**src/rtl/alu_wb_buffer.sv**
```systemverilog
// alu_wb_buffer: 2-entry in-order FIFO between the ALU result stage and
// register-file writeback.
//
// Optional build macro: ALU_WB_FLAGS_EN adds per-entry out_zero / out_neg
// flags that are computed when the result is captured.
//
// Handshake: a transfer happens on a rising clk edge when valid and ready
// are both 1 on that side. The producer holds its payload until it sees
// ready. in_ready depends only on held state and rst_n, never on out_ready.
// out_* are driven to 0 whenever out_valid is 0, and hold stable while
// out_ready is 0.
module alu_wb_buffer (
  input  logic        clk,
  input  logic        rst_n,
  input  logic        in_valid,
  output logic        in_ready,
  input  logic [31:0] in_result,
  input  logic [4:0]  in_rd,
  input  logic        in_wen,
  input  logic        flush,
  output logic        out_valid,
  input  logic        out_ready,
  output logic [31:0] out_result,
  output logic [4:0]  out_rd,
  output logic        out_wen,
  output logic [1:0]  occupancy
`ifdef ALU_WB_FLAGS_EN
  ,
  output logic        out_zero,
  output logic        out_neg
`endif
);

  logic        wr_ptr_q, wr_ptr_d;
  logic        rd_ptr_q, rd_ptr_d;
  logic [1:0]  count_q, count_d;
  logic [31:0] result_q [2];
  logic [31:0] result_d [2];
  logic [4:0]  rd_q [2];
  logic [4:0]  rd_d [2];
  logic        wen_q [2];
  logic        wen_d [2];
`ifdef ALU_WB_FLAGS_EN
  logic        zero_q [2];
  logic        zero_d [2];
  logic        neg_q [2];
  logic        neg_d [2];
`endif

  logic push;
  logic pop;

  assign in_ready  = rst_n & (count_q != 2'd2);
  assign out_valid = (count_q != 2'd0);
  assign occupancy = count_q;
  assign push      = in_valid & in_ready;
  assign pop       = out_valid & out_ready;

  // Head presentation; payload is gated to 0 when nothing is held.
  always_comb begin
    out_result = 32'd0;
    out_rd     = 5'd0;
    out_wen    = 1'b0;
`ifdef ALU_WB_FLAGS_EN
    out_zero   = 1'b0;
    out_neg    = 1'b0;
`endif
    if (out_valid) begin
      out_result = result_q[rd_ptr_q];
      out_rd     = rd_q[rd_ptr_q];
      out_wen    = wen_q[rd_ptr_q];
`ifdef ALU_WB_FLAGS_EN
      out_zero   = zero_q[rd_ptr_q];
      out_neg    = neg_q[rd_ptr_q];
`endif
    end
  end

  // Next-state: flush wins over push/pop; otherwise capture and advance pointers.
  always_comb begin
    wr_ptr_d = wr_ptr_q;
    rd_ptr_d = rd_ptr_q;
    count_d  = count_q;
    result_d = result_q;
    rd_d     = rd_q;
    wen_d    = wen_q;
`ifdef ALU_WB_FLAGS_EN
    zero_d   = zero_q;
    neg_d    = neg_q;
`endif
    if (flush) begin
      wr_ptr_d = 1'b0;
      rd_ptr_d = 1'b0;
      count_d  = 2'd0;
    end else begin
      if (push) begin
        result_d[wr_ptr_q] = in_result;
        rd_d[wr_ptr_q]     = in_rd;
        // Register 0 is hardwired, so its writes are dropped at capture.
        wen_d[wr_ptr_q]    = in_wen & (in_rd != 5'd0);
`ifdef ALU_WB_FLAGS_EN
        zero_d[wr_ptr_q]   = (in_result == 32'd0);
        neg_d[wr_ptr_q]    = in_result[31];
`endif
        wr_ptr_d = ~wr_ptr_q;
      end
      if (pop) begin
        rd_ptr_d = ~rd_ptr_q;
      end
      case ({push, pop})
        2'b10:   count_d = count_q + 2'd1;
        2'b01:   count_d = count_q - 2'd1;
        default: count_d = count_q;
      endcase
    end
  end

  // State registers; reset clears pointers, count and storage.
  always_ff @(posedge clk or negedge rst_n) begin
    if (!rst_n) begin
      wr_ptr_q <= 1'b0;
      rd_ptr_q <= 1'b0;
      count_q  <= 2'd0;
      for (int i = 0; i < 2; i++) begin
        result_q[i] <= 32'd0;
        rd_q[i]     <= 5'd0;
        wen_q[i]    <= 1'b0;
`ifdef ALU_WB_FLAGS_EN
        zero_q[i]   <= 1'b0;
        neg_q[i]    <= 1'b0;
`endif
      end
    end else begin
      wr_ptr_q <= wr_ptr_d;
      rd_ptr_q <= rd_ptr_d;
      count_q  <= count_d;
      for (int i = 0; i < 2; i++) begin
        result_q[i] <= result_d[i];
        rd_q[i]     <= rd_d[i];
        wen_q[i]    <= wen_d[i];
`ifdef ALU_WB_FLAGS_EN
        zero_q[i]   <= zero_d[i];
        neg_q[i]    <= neg_d[i];
`endif
      end
    end
  end

endmodule

```
**config.mk**
```make
export PLATFORM = sky130hd
export DESIGN_NAME = alu_wb_buffer
export DESIGN_NICKNAME = d
export VERILOG_FILES = /design/src/rtl/alu_wb_buffer.sv
export SDC_FILE = /design/constraint.sdc
export NUM_CORES = 1
export LEC_CHECK = 0
export CAP_MARGIN = 20
export CORE_UTILIZATION = 47
export CTS_BUF_LIST = sky130_fd_sc_hd__clkbuf_4
export DETAILED_ROUTE_END_ITERATION = 10
export GPL_TIMING_DRIVEN = 0
export PLACE_DENSITY = 0.84
export SETUP_SLACK_MARGIN = 0.15
export SYNTH_ARGS = -nofsm -noshare
export SYNTH_HDL_FRONTEND = slang
export SYNTH_SLANG_ARGS = --single-unit
```
**constraint.sdc**
```tcl
create_clock -name clk -period 1.9 [get_ports clk]
set_clock_uncertainty 0.2 [all_clocks]
set_input_delay 0.57 -clock clk [delete_from_list [all_inputs] [get_ports clk]]
set_output_delay 0.57 -clock clk [all_outputs]
set_load 0.03 [all_outputs]
```
==> run_results.csv <==
group,metric,value,unit
critical_path,crit_family,"buffers and inverters",
critical_path,worstSetupEndpointType,"output pin",
critical_path,cp-endpoint,"out_result[14]",
critical_path,crit_buf_inv,4,
sta,fmax,0.4084,GHz
grt,grt.overflow.total,0,
cts,cts_sinks,80,
floorplanning,die_h,92.12,um
sta,final.setup.tns,-22.61,ns
worst_hold_path,hp-class,"input port to async pin",
floorplanning,dieArea,0.008486,mm2
detailed_routing,via_per_inst,5.274,
synth,syn-num-nets,319,
cts,cts.clk_slew.worst_paths,0.13,ns
critical_path,r2r_end,"result_q[38]$_DFFE_PN0P_",
synth,synth_area_leader_cell,"dfrtp_1",
detailed_routing,drc_errors,0,
synth,synth_cell_types,28,
sta,worst_slew_margin_rel,56.27,%
final_layout,fillers,459,
run_status,status,"finished with violations",
grt,grt_pass1_vias,2932,
critical_path,path_class,"register to output pin",
synth,yosysTopAreaCellShare,52.44,%
cts,clk_latency,0.43,ns
cts,cts_buffer_depth,2,
synth,synth_enable_flop_cells,0,
synth,seq_area_frac_synth,52.44,%
detailed_routing,num_vias,2737,
critical_path,crit_chain,"buf_8, buf_12, buf_16, mux2i_4, nor2_4, buf_6",
detailed_routing,drt_first_pass_iters,4,
place,port_buffers,84,
pwr,max-vdd-ir-drop,0.0006590,V
floorplanning,start_util,48.89,%
place,place_ws,-0.9475,ns
synth,synth_cells,276,
sta,drv_slew,0,
critical_path,regToRegSetupSlack,-0.11,ns
grt,grt_use_total,23.45,%
grt,grt_pass1_wl,14.99,mm
synth,synth_commonest_cells,"dfrtp_1 (80), mux2i_1 (40), nor2_1 (40)",
pwr,p_leak,0.002828,uW
critical_path,slowest_delay,0.40,ns
place,post_dp_cell_area,0.005026,mm2
synth,synth_seq_cells,80,
place,place_hpwl,5.409,mm
detailed_routing,antenna_left,0,
run_status,violations,"setup timing",
detailed_routing,wl_per_cell,20.09,um
sta,finalSetupViolCount,93,
place,routabilityCongestion,0.7589,
sta,worst_slack,-0.5488,ns
critical_path,crit_fanout,5,
final_layout,stdcell_area,0.006056,mm2
pwr,p_per_area,830.0,mW/mm2
detailed_routing,drt-total-wl,10.43,mm
cts,cts_tree,"built",
sta,finalHoldViolCount,0,
synth,synth.area.top_cells,"dfrtp_1 (52%), mux2_4 (15%), mux2_2 (11%), mux2i_1 (10%), nor2_1 (3.9%)",
synth,syn_area_per_cell,13.83,um2
synth,ys_warn_count,0,
final_layout,final_nets,456,
final_layout,diodes,0,
run,maxCapViolCount,0,
floorplanning,rows,32,
cts,htree_levels,3,
sta,rsz0062_at_grt,"yes",
synth,synth.most_common_cell,"dfrtp_1",
grt,antenna_found_initial,0,
critical_path,start_kind,"register",
synth,postSynth.asyncResetShare,100.0,%
cts,cts_root_buffer,"clkbuf_4",
synth,ys.flop_type,"dfrtp_1",
sta,worst_pin_slew,0.6538,ns
grt,grt_max_degree,37,
critical_path,r2r_start,"occupancy[0]$_DFFE_PN0P_",
critical_path,cp_slowest_cell,"dfrtp_1",
floorplanning,design.core.area,0.007807,mm2
critical_path,cp_data_arrival_time,1.68,ns
critical_path,cp_num_cells,6,
critical_path,cp.required,1.13,ns
floorplanning,ios,85,
final_layout,drive_gt1_share,59.71,%
final_layout,syn_to_final_growth,58.64,%
critical_path,startpoint,"rd_ptr_q$_DFFE_PN0P_",
sta,fin_crit_sh,128.9,%
floorplanning,die_x,92.12,um
critical_path,rr_worst_depth,8,
cts,cts_buffers,9,
synth,synth_area,0.003817,mm2
sta,finalCriticalPeriod,2.449,ns
detailed_routing,drtIter0Drc,47,
## flip-flops by register name, indices dropped and copies added (netlist names)
| register | cells |
|---|---|
| wr_ptr_q | 1 |
| rd_q | 10 |
| result_q | 64 |
| rd_ptr_q | 1 |
| occupancy | 2 |
| wen_q | 2 |
## worst register-to-register path: stages, from the launching register on
cell      delay (ns)
dfrtp_2         0.45
buf_6           0.13
nand2b_4        0.15
buf_6           0.12
buf_6           0.11
nand4b_4        0.13
buf_12          0.16
buf_4           0.13
mux2_2          0.32
## area by class of cell
type                       count  area (um2)  share of cell area, %
timing repair buffer         126        1385                  22.87
clock buffer                   9       67.56                  1.116
sequential                    80        2004                  33.10
clock inverter                 6       37.54                 0.6198
inverter                       3       15.01                 0.2479
multi-input combinational    176        2118                  34.98
buffer                        17       300.3                  4.959
tap                          102       127.6                  2.107
## repair_timing
action | in CTS | in global routing
buffers inserted | 16 | 14
gates resized for setup | 298 | 59
pin swaps | 3 | 3
hold endpoints to repair | 14 | 0
cloned | 2 | 7
endpoints found under the setup margin | 118 | 106
hold buffers | 2 | 0
## layout by cell type (no fill, tap or decap), types with 3 or more instances in the layout
cell             count
dfrtp_1             78
mux2_4              57
clkdlybuf4s50_1     39
buf_6               33
buf_4               23
mux2i_1             19
nor2_2              19
mux2_2              17
buf_12              13
mux2i_4             13
nor2_4              12
buf_2               11
clkbuf_4            10
nor2_1               9
mux2i_2              8
clkbuf_16            7
buf_8                6
clkdlybuf4s15_2      3
## cells by family (layout without fill, tap and decap cells)
logic type      count (synthesis)  count (layout)  synth area share [%]
compound gates                  9               9                 1.442
xor+xnor                        1               1                0.2295
buf+inv                        20             161                 3.376
flops                          80              80                 52.44
mux                           114             114                 36.05
simple gates                   52              52                 6.457
## power by group
| group | internal (uW) | leakage, uW | switching, uW | total (uW) |
|---|---|---|---|---|
| registers | 2100 | 0.000981 | 337 | 2430 |
| clock network | 255 | 0.0000568 | 601 | 856 |
| logic | 1050 | 0.00179 | 690 | 1740 |
## metal layers
layer  vias to the layer above  routed length, um  part of all wire, %  global-route usage (%)
met2                        76               5438                   52                   40.55
met1                      1410               4450                   43                   29.00
met3                        13                382                  3.7                   4.975
met5                         -                  0                    0                       0
li1                       1238                  -                    -                       -
met4                         0                155                  1.5                   8.073
## metrics by stage
stage          cells  utilization (%)  hold slack, ns  power (uW)
2_1_floorplan    276                -         0.07441        3273
3_3_place_gp     462            64.05          0.2857        3664
3_5_place_dp     463            64.38          0.2478        3735
4_1_cts          498            71.57         0.01434        4827
5_1_grt          519            77.56         0.03924        5237
6_report         519            77.56         0.04938        5026
## worst min-delay path by stage
| stage | startpoint | endpoint | slack (ns) | cells past startpoint |
|---|---|---|---|---|
| after floorplan | rst_n | occupancy[0]$_DFFE_PN0P_ | 0.07 | 0 |
| after global placement | result_q[39]$_DFFE_PN0P_ | result_q[39]$_DFFE_PN0P_ | 0.29 | 1 |
| after detailed placement | rst_n | result_q[55]$_DFFE_PN0P_ | 0.25 | 1 |
| after CTS | rst_n | occupancy[0]$_DFFE_PN0P_ | 0.01 | 3 |
| after global routing | rst_n | result_q[50]$_DFFE_PN0P_ | 0.04 | 2 |
| final | rst_n | result_q[27]$_DFFE_PN0P_ | 0.05 | 2 |
No activity file was read; power rests on OpenSTA's default activity.
